==> src/rtl/adder_pkg.sv <==
// Shared geometry for the segmented pipelined adder: default sizes,
// the stage-count helper and the configuration legality check.
package adder_pkg;

  localparam int DEF_WIDTH = 16;
  localparam int DEF_SEG   = 4;

  function automatic bit cfg_ok(input int width, input int seg);
    return (seg >= 1) && (width >= seg) && ((width % seg) == 0);
  endfunction

  function automatic int stages(input int width, input int seg);
    return (seg >= 1) ? (width / seg) : 1;
  endfunction

endpackage

==> src/rtl/pipelined_adder_if.sv <==
// Operand/result handshake bundle for pipelined_adder.
// master = producer/consumer side, slave = the adder.
interface pipelined_adder_if #(
  parameter int WIDTH = adder_pkg::DEF_WIDTH
) ();

  logic             in_valid;
  logic             in_ready;
  logic [WIDTH-1:0] a;
  logic [WIDTH-1:0] b;
  logic             cin;
  logic             out_valid;
  logic             out_ready;
  logic [WIDTH-1:0] sum;
  logic             cout;
  logic             ovf;

  modport master (
    output in_valid, a, b, cin, out_ready,
    input  in_ready, out_valid, sum, cout, ovf
  );

  modport slave (
    input  in_valid, a, b, cin, out_ready,
    output in_ready, out_valid, sum, cout, ovf
  );

endinterface

==> src/rtl/seg_adder.sv <==
// Combinational SEG-bit ripple adder made of half-adder pairs per bit;
// also reports the carry into its MSB so the caller can form signed overflow.
module seg_adder
  import adder_pkg::*;
#(
  parameter int SEG = DEF_SEG
) (
  input  logic [SEG-1:0] a,
  input  logic [SEG-1:0] b,
  input  logic           cin,
  output logic [SEG-1:0] sum,
  output logic           cout,
  output logic           cmsb
);

  always_comb begin : ripple
    logic c;
    logic p;
    logic g;
    sum  = '0;
    cmsb = 1'b0;
    c    = cin;
    p    = 1'b0;
    g    = 1'b0;
    for (int i = 0; i < SEG; i++) begin
      p      = a[i] ^ b[i];
      g      = a[i] & b[i];
      sum[i] = p ^ c;
      if (i == SEG - 1) begin
        cmsb = c;
      end
      c = g | (p & c);
    end
    cout = c;
  end

endmodule

==> src/rtl/pipelined_adder.sv <==
// WIDTH-bit a+b+cin with the carry chain cut into SEG-bit stages; latency STAGES cycles.
// A stalled output (out_valid && !out_ready) freezes every stage and drops in_ready.
module pipelined_adder
  import adder_pkg::*;
#(
  parameter int WIDTH = DEF_WIDTH,
  parameter int SEG   = DEF_SEG
) (
  input logic              clk,
  input logic              rst_n,
  pipelined_adder_if.slave io
);

  localparam int STAGES = stages(WIDTH, SEG);
  localparam int LAST   = STAGES - 1;

  if (!cfg_ok(WIDTH, SEG)) begin : g_bad_cfg
    $error("pipelined_adder: WIDTH must be a positive multiple of SEG");
  end

  // c is the carry entering a stage on st_in and the carry leaving it on st_q.
  typedef struct packed {
    logic             vld;
    logic             c;
    logic [WIDTH-1:0] a;
    logic [WIDTH-1:0] b;
    logic [WIDTH-1:0] s;
  } stage_t;

  stage_t            st_in   [STAGES];
  stage_t            st_d    [STAGES];
  stage_t            st_q    [STAGES];
  logic [SEG-1:0]    seg_sum [STAGES];
  logic [STAGES-1:0] seg_co;
  logic [STAGES-1:0] seg_cm;
  logic              msb_c_q;
  logic              adv;

  assign adv         = !st_q[LAST].vld || io.out_ready;
  assign io.in_ready = adv;

  for (genvar k = 0; k < STAGES; k++) begin : g_stage
    if (k == 0) begin : g_head
      assign st_in[k] = '{vld: io.in_valid, c: io.cin, a: io.a, b: io.b, s: '0};
    end else begin : g_body
      assign st_in[k] = st_q[k-1];
    end

    seg_adder #(
      .SEG (SEG)
    ) u_seg (
      .a    (st_in[k].a[k*SEG +: SEG]),
      .b    (st_in[k].b[k*SEG +: SEG]),
      .cin  (st_in[k].c),
      .sum  (seg_sum[k]),
      .cout (seg_co[k]),
      .cmsb (seg_cm[k])
    );
  end

  // Skew (upper a/b) and deskew (finished lower sum) travel with each beat.
  always_comb begin
    for (int k = 0; k < STAGES; k++) begin
      st_d[k]                 = st_in[k];
      st_d[k].c               = seg_co[k];
      st_d[k].s[k*SEG +: SEG] = seg_sum[k];
    end
  end

  always_ff @(posedge clk or negedge rst_n) begin
    if (!rst_n) begin
      for (int k = 0; k < STAGES; k++) begin
        st_q[k] <= '0;
      end
      msb_c_q <= 1'b0;
    end else if (adv) begin
      for (int k = 0; k < STAGES; k++) begin
        st_q[k] <= st_d[k];
      end
      msb_c_q <= seg_cm[LAST];
    end
  end

  assign io.out_valid = st_q[LAST].vld;
  assign io.sum       = st_q[LAST].s;
  assign io.cout      = st_q[LAST].c;
  assign io.ovf       = st_q[LAST].c ^ msb_c_q;

  // Operand copies in the final stage and intermediate MSB carries are dead ends.
  logic unused_bits;
  assign unused_bits = ^{seg_cm, st_q[LAST].a, st_q[LAST].b};

endmodule

==> src/flat_wrapper.sv <==
// flat-port wrapper written by rule: the top's interface ports become plain ports
module pipelined_adder_flat import adder_pkg::*;
#(
  parameter int WIDTH = DEF_WIDTH,
  parameter int SEG   = DEF_SEG
)
  (clk, rst_n, io_in_valid, io_a, io_b, io_cin, io_out_ready, io_in_ready, io_out_valid, io_sum, io_cout, io_ovf);
  pipelined_adder_if #(.WIDTH(WIDTH)) io_i ();
  input logic clk;
  input logic rst_n;
  input wire logic [$bits(io_i.in_valid)-1:0] io_in_valid;
  input wire logic [$bits(io_i.a)-1:0] io_a;
  input wire logic [$bits(io_i.b)-1:0] io_b;
  input wire logic [$bits(io_i.cin)-1:0] io_cin;
  input wire logic [$bits(io_i.out_ready)-1:0] io_out_ready;
  output wire logic [$bits(io_i.in_ready)-1:0] io_in_ready;
  output wire logic [$bits(io_i.out_valid)-1:0] io_out_valid;
  output wire logic [$bits(io_i.sum)-1:0] io_sum;
  output wire logic [$bits(io_i.cout)-1:0] io_cout;
  output wire logic [$bits(io_i.ovf)-1:0] io_ovf;
  assign io_i.in_valid = io_in_valid;
  assign io_i.a = io_a;
  assign io_i.b = io_b;
  assign io_i.cin = io_cin;
  assign io_i.out_ready = io_out_ready;
  assign io_in_ready = io_i.in_ready;
  assign io_out_valid = io_i.out_valid;
  assign io_sum = io_i.sum;
  assign io_cout = io_i.cout;
  assign io_ovf = io_i.ovf;
  pipelined_adder #(.WIDTH(WIDTH), .SEG(SEG)) u_core (.clk(clk), .rst_n(rst_n), .io(io_i));
endmodule
==> config.mk <==
export PLATFORM = sky130hd
export DESIGN_NAME = pipelined_adder_flat
export DESIGN_NICKNAME = d
export VERILOG_FILES = /design/src/rtl/adder_pkg.sv /design/src/rtl/pipelined_adder_if.sv /design/src/rtl/seg_adder.sv /design/src/rtl/pipelined_adder.sv /design/src/flat_wrapper.sv
export SDC_FILE = /design/constraint.sdc
export NUM_CORES = 1
export LEC_CHECK = 0
export ABC_AREA = 0
export BUFFER_PORTS_ARGS = -buffer_cell sky130_fd_sc_hd__buf_2
export CORE_MARGIN = 5
export CORE_UTILIZATION = 59
export CTS_BUF_LIST = sky130_fd_sc_hd__clkbuf_4
export DETAILED_ROUTE_END_ITERATION = 16
export PLACE_DENSITY_LB_ADDON = 0.2
export SYNTH_ARGS = -nofsm -noshare
export SYNTH_HDL_FRONTEND = slang
export SYNTH_HIERARCHICAL = 1
export SYNTH_SLANG_ARGS = --single-unit
==> constraint.sdc <==
create_clock -name clk -period 2.5 [get_ports clk]
set_input_delay 0 -clock clk [delete_from_list [all_inputs] [get_ports clk]]
set_output_delay 0 -clock clk [all_outputs]
set_load 0.01 [all_outputs]
## Word-level counts from Yosys, hierarchy flattened

Cells that the tools add are included.

| storage, ports and cells | value |
|---|---|
| bits in writable memories | 0 |
| word-level logic and storage cells | 102 |
| output and inout bits | 20 |
| register bits after elaboration | 145 |
| memories kept | 0 |
| ROM bits | 0 |
| bits of input ports | 37 |
| latch bits | 0 |

| cells by class | value |
|---|---|
| bitwise logic cells | 81 |
| reductions and logical operators | 2 |
| divide/modulo/power cells | 0 |
| shift-type cells | 0 |
| add/subtract/negate cells | 0 |
| multiply operators | 0 |
| eq/ne operators | 0 |
| order comparisons | 0 |
| multiplexer cells | 0 |

Operators by type and width:

| kind | number |
|---|---|
| $xor 1x1->1 | 33 |
| $and 1x1->1 | 32 |
| $or 1x1->1 | 16 |
| $logic_not 1->1 | 1 |
| $logic_or 1x1->1 | 1 |

## Logic depth before layout (Yosys ltp)

Gate-level depths: netlist of run 1.

| depth | value |
|---|---|
| depth after elaboration | 9 |
| depth in mapped cells | 9 |
| depth with buffers taken out | 9 |

## By module

Netlist of run 1, hierarchy kept.

By module, submodules not included:

| module | sequential area each (um^2) | times used | area an instance (um^2) | cells each |
|---|---|---|---|---|
| pipelined_adder | 2427.3 | 1 | 3684.8 | 207 |
| seg_adder | 0.0 | 4 | 117.6 | 14 |

## Least setup slack after synthesis of run 1

Ideal clock, no wire load.

| timing | value |
|---|---|
| kind | flip-flop to flip-flop |
| start | register u_core.st_q, in the netlist u_core/st_d[44] |
| end | register u_core.st_q, in the netlist u_core/io.sum[15] |
| path slack | 0.281 ns |
| path buffers | 0 |
| cell stages (with the launch flop) | 10 |
| data arrival time | 2.094 ns |
| data required time | 2.375 ns |
| clock period less this slack | 2.219 ns |
| library setup time | 0.125 ns |
| cells stage by stage | dfrtp_1 > inv_1 > fa_1 > inv_1 > fa_1 > inv_1 > fa_1 > inv_1 > fa_1 > mux2_2 |

RTL lines:

| element | RTL line | text |
|---|---|---|
| start, declared | pipelined_adder.sv:32 | `stage_t st_q [STAGES];` |
| start signal, assigned by index | pipelined_adder.sv:78 | `st_q[k] <= st_d[k];` |

==> results of run 1 <==
[sequential cells by signal (all words and copies together) (netlist names)]
register             flops
u_core/io.out_valid      1
u_core/st_in             3
u_core/st_d             75
u_core/msb_c_q           1
u_core/io.cout           1
u_core/io.sum           16
[power by group through the flow]
stage / clock [mW] / sequential (mW) / combinational, mW
after global routing: 0.862 / 2.72 / 2.30
after detailed placement: 0 / 2.67 / 2.04
after global placement: 0 / 2.64 / 1.96
after CTS: 0.810 / 2.64 / 2.09
after floorplan: 0 / 2.63 / 1.49
final: 0.779 / 2.62 / 2.05
[per-stage QoR]
step / hold slack, ps / util, % / cells
after floorplan: -295.6 / - / 263
after global routing: 89.52 / 72.69 / 454
after CTS: 50.66 / 72.69 / 454
after detailed placement: 11.28 / 66.25 / 407
after global placement: 14.85 / 66.25 / 407
final: 52.73 / 72.69 / 454
[metal layers]
layer,share of wire (%),wire [um],vias up,track usage [%]
li1,-,-,1034,-
met1,44,2754,1117,21.43
met2,50,3137,35,25.55
met3,3.8,240,13,2.804
met4,2.0,123,0,8.664
met5,0,0,-,0
[cell usage after synthesis]
cell      count  area (um2)
dfrtp_1      97        2427
mux2_2       78       878.3
inv_1        40       150.1
mux2_4       18       270.3
fa_1         16       320.3
buf_2         7       35.03
buf_6         4       45.04
nand2b_1      1       6.260
nand2b_4      1       13.76
xor2_1        1       8.760
[layout make-up]
| type | instances | area, um2 | area share [%] |
|---|---|---|---|
| clock buffer | 9 | 67.56 | 1.361 |
| timing repair buffer | 90 | 640.6 | 12.90 |
| inverter | 40 | 150.1 | 3.023 |
| sequential | 97 | 2427 | 48.88 |
| clock inverter | 7 | 62.56 | 1.260 |
| tap | 96 | 120.1 | 2.419 |
| multi-input combinational | 115 | 1498 | 30.16 |
[logic make-up (layout without fill, tap and decap cells)]
logic type / after synthesis / after routing / share of synthesized area, %
adders and majority gates: 16 / 16 / 7.709
and+or+nand+nor: 2 / 2 / 0.4818
buffers and inverters: 51 / 146 / 5.540
xor gates and xnor gates: 1 / 1 / 0.2108
muxes: 96 / 96 / 27.64
DFF: 97 / 97 / 58.42
[worst max-delay path, cell delays in order (launching register included)]
cell and delay [ps]:
dfrtp_1 390, inv_1 60, fa_1 410, inv_1 80
fa_1 150, inv_1 40, fa_1 350, inv_1 70
fa_1 410, mux2_2 270
[worst paths after layout]
| path | startpoint | end | slack (ps) | depth (start not counted) |
|---|---|---|---|---|
| setup reg to reg | u_core/st_d[90] | u_core/st_d[11] | 170 | 9 |
| setup / recovery | u_core/st_d[90] | u_core/st_d[11] | 170 | 9 |
| max in group asynchronous | rst_n | u_core/st_d[29] | 1780 | 3 |
| hold / removal | rst_n | u_core/st_d[100] | 50 | 2 |
| min in group clk | io_out_ready | u_core/io.out_valid | 140 | 4 |
| hold reg to reg | u_core/st_d[49] | u_core/io.out_valid | 480 | 1 |
[cells in the final DEF (no fill, tap or decap)]
cell type	n
buf_12	2
clkbuf_4	9
inv_6	2
mux2_2	78
fa_1	16
inv_1	40
buf_2	55
nand2b_1	1
clkinvlp_4	1
clkinv_4	3
buf_4	2
inv_8	1
mux2_4	18
xor2_1	1
dlygate4sd3_1	31
nand2b_4	1
dfrtp_1	97
==> results.json, run 1 <==
{
  "worst_setup_path_start_kind": "register",
  "number_of_detailed_route_iterations_in_the_first_pass": 4,
  "holdCritPathClass": "input port to async pin",
  "die_wd_um": 93.92,
  "route.detailed.drc": 0,
  "power_frac_clock_pct": 14.3,
  "mappedNetlistArea_mm2": 0.004155,
  "placement.setup.worst_slack_ps": 178.5,
  "max-clock-path-buffers": 2,
  "grtUsageTotal_pct": 16.18,
  "post-cts-setup-buffer-count": 0,
  "tns_ps": 0,
  "critical_path_rt_ps": 2860,
  "route.final.wire_length_um": 6256,
  "rsz_0062_raised_after_global_routing": "no",
  "top_level_i_o_count": 57,
  "post_cts_resized": 0,
  "tritoncts_num_sinks": 97,
  "worst_skew_pair.late_latency_ps": 450,
  "tritoncts": "built",
  "worstPathMaxFanout": 2,
  "detail_route.iter0.violations": 62,
  "numCtsBuffers": 9,
  "critical_path.endpoint_type": "register",
  "timing_worst_slew_pin_value_ps": 549.9,
  "finalCritPeriodShare_pct": 93.38,
  "gp_congestion": 0.7640,
  "post_route_cells_drive_above_1_share_pct": 48.04,
  "finalSetupViolCount": 0,
  "design.core.area_mm2": 0.006832,
  "cell_area_power_density_mw_per_mm2": 1098,
  "drv.max_cap_violation_count": 0,
  "total_leakage_power_nw": 2.389,
  "finalWorstSetupSlack_ps": 165.5,
  "power.ir.vdd_worst_uv": 620.4,
  "timing.fmax_mhz": 428.4,
  "seq_area_frac_synth_pct": 58.42,
  "detailroute.via_count": 2199,
  "antenna_found_initial": 0,
  "post_synthesis_mean_instance_area_um2": 15.80,
  "net-switching-power_mw": 1.765,
  "switching_share_pct": 32.37,
  "grt_first_pass_wirelength_um": 10950,
  "yosys.cell_types.count": 10,
  "status": "finished, final reports clean",
  "io_buffer_count": 56,
  "first_global_vias": 2332,
  "detail-route-antenna-nets": 0,
  "placementRows": 30,
  "grt_max_degree": 59,
  "globalRouteOverflowTotal": 0,
  "die_h_um": 93.92,
  "vias_per_cell": 4.844,
  "holdBufCountCts": 31,
  "post-dp-hpwl_um": 4170,
  "fp.dieArea_mm2": 0.008821,
  "critical_path_class": "register to register",
  "htree_levels": 3,
  "final-max-slew-violation-count": 0,
  "fin_total_pwr_mw": 5.454,
  "clk_transition_reported_paths_ps": 170,
  "final.fill_count": 465,
  "comb_power_share_pct": 37.6,
  "power.share.sequential_pct": 48.1,
  "avgRoutedWirePerCell_um": 13.78,
  "layout-area-overhead-vs-synth_pct": 19.51,
  "ys_ff_latch": 97,
  "post-route-cell-area_mm2": 0.004966,
  "cellInternalPower_mw": 3.689,
  "initial_core_util_pct": 60.82,
  "synth_fp_nets": 316,
  "yosys_warnings": 6,
  "placedInstanceArea_mm2": 0.004526,
  "worst_clock_skew_ps": 18.93,
  "finalHoldViolCount": 0,
  "cts-root-buf": "clkbuf_4",
  "cp_data_arrival_time_ps": 2690,
  "finalNetCount": 406,
  "diodes": 0,
  "layout_min_cycle_time_ps": 2335,
  "slew_headroom_pct": 63.34,
  "cells_after_synthesis": 263
}
No activity file was read; power rests on OpenSTA's default activity.
==> run 2, diff against run 1 <==
- MAX_ROUTING_LAYER: not set -> met4
==> results.json, run 2 (synthesized netlist as in run 1, its figures left out) <==
{
  "status": "finished, final reports clean",
  "net-switching-power_mw": 1.763,
  "critical_path_rt_ps": 2860,
  "tritoncts_num_sinks": 97,
  "diodes": 0,
  "largest_reg_flops": 75,
  "final_cell_count_no_fill": 454,
  "top_level_i_o_count": 57,
  "worst_skew_pair.late_latency_ps": 450,
  "fp.dieArea_mm2": 0.008821,
  "slew_headroom_pct": 63.35,
  "die_wd_um": 93.92,
  "critical_path.endpoint_type": "register",
  "globalRouteOverflowTotal": 0,
  "antenna_found_initial": 0,
  "placement.setup.worst_slack_ps": 178.5,
  "finalNetCount": 406,
  "grt_max_degree": 59,
  "drv.max_cap_violation_count": 0,
  "switching_share_pct": 32.33,
  "total_leakage_power_nw": 2.389,
  "finalHoldViolCount": 0,
  "post-dp-hpwl_um": 4170,
  "power_frac_clock_pct": 14.3,
  "route.final.wire_length_um": 6263,
  "cell_area_power_density_mw_per_mm2": 1098,
  "power.share.sequential_pct": 48.1,
  "clk_transition_reported_paths_ps": 160,
  "io_buffer_count": 56,
  "worst_clock_skew_ps": 18.99,
  "detailroute.via_count": 2200,
  "layout-area-overhead-vs-synth_pct": 19.51,
  "htree_levels": 3,
  "first_global_vias": 2330,
  "grtUsageTotal_pct": 16.63,
  "vias_per_cell": 4.846,
  "post_route_cells_drive_above_1_share_pct": 48.04,
  "post-route-cell-area_mm2": 0.004966,
  "detail-route-antenna-nets": 0,
  "comb_power_share_pct": 37.6,
  "worst_setup_path_start_kind": "register",
  "timing.rr.start": "u_core/st_d[90]",
  "cts-root-buf": "clkbuf_4",
  "finalCritPeriodShare_pct": 93.36,
  "finalWorstSetupSlack_ps": 166.1,
  "max-clock-path-buffers": 2,
  "power.ir.vdd_worst_uv": 622.1,
  "tns_ps": 0,
  "die_h_um": 93.92,
  "post_cts_resized": 0,
  "gp_congestion": 0.7741,
  "finalSetupViolCount": 0,
  "cp_data_arrival_time_ps": 2690,
  "reg2regPathDepth": 9,
  "worstPathMaxFanout": 2,
  "post-place-cells": 407,
  "placementRows": 30,
  "placedInstanceArea_mm2": 0.004526,
  "cellInternalPower_mw": 3.689,
  "rsz_0062_raised_after_global_routing": "no",
  "reg2reg_setup_slack_ps": 170,
  "numCtsBuffers": 9,
  "mostFrequentLayoutCell": "dfrtp_1",
  "critical_path_class": "register to register",
  "layout.cells.most_common_list": "dfrtp_1 (97), mux2_2 (78), buf_2 (55), inv_1 (40), dlygate4sd3_1 (31)",
  "detail_route.iter0.violations": 86,
  "layout_min_cycle_time_ps": 2334,
  "timing.fmax_mhz": 428.5,
  "initial_core_util_pct": 60.82,
  "design.core.area_mm2": 0.006832,
  "post-route-util_pct": 72.69,
  "avgRoutedWirePerCell_um": 13.80,
  "grt_first_pass_wirelength_um": 10950,
  "final-max-slew-violation-count": 0,
  "number_of_detailed_route_iterations_in_the_first_pass": 4,
  "tritoncts": "built",
  "route.detailed.drc": 0,
  "holdCritPathClass": "input port to async pin",
  "regToRegEndpoint": "u_core/st_d[11]",
  "timing_worst_slew_pin_value_ps": 549.7
}
run 2: timing repair:
| item | 4_1_cts | 5_1_grt |
|---|---|---|
| setup buffers | 0 | 0 |
| hold endpoints to repair | 125 | 0 |
| hold buffers | 31 | 0 |
run 2: metal layers:
| layer | wire, um | track usage (%) |
|---|---|---|
| met5 | 0 | - |
| met4 | 120 | 8.664 |
| met3 | 265 | 2.724 |
| met2 | 3154 | 25.49 |
| met1 | 2722 | 21.54 |
run 2: through the flow:
step                power, mW  hold WS, ps
floorplan               4.127       -295.6
global placement        4.608        14.85
detailed placement      4.716        11.28
CTS                     5.537        50.66
global route            5.882        89.51
finish                  5.452        53.61
run 2: power groups by stage:
stage	Clock (mW)	Combinational [mW]	Sequential [mW]
finish	0.778	2.05	2.62
global route	0.862	2.30	2.72
CTS	0.810	2.09	2.64
detailed placement	0	2.04	2.67
global placement	0	1.96	2.64
floorplan	0	1.49	2.63
run 2: critical path, cell delays in order (launching register included):
cell and delay [ps]:
dfrtp_1 390, inv_1 60, fa_1 410, inv_1 80, fa_1 150, inv_1 40, fa_1 350, inv_1 70
fa_1 410, mux2_2 270
run 2: area by class of cell:
class / instances / area (um2)
flip-flops and latches: 97 / 2427
fillers: 465 / 1866
multi-input cells: 115 / 1498
repair buffers: 90 / 640.6
inverters: 40 / 150.1
well taps: 96 / 120.1
clock buffers: 9 / 67.56
clock inverters: 7 / 62.56
run 2: worst max-delay path by stage:
stage	from	end	slack [ps]	cells past startpoint
floorplan	u_core/st_d[44]	u_core/io.sum[15]	280	9
global placement	u_core/st_d[44]	u_core/io.sum[15]	240	9
detailed placement	u_core/st_d[90]	u_core/st_d[11]	180	9
CTS	u_core/st_d[90]	u_core/st_d[11]	150	9
global route	u_core/st_d[90]	u_core/st_d[11]	40	9
finish	u_core/st_d[90]	u_core/st_d[11]	170	9
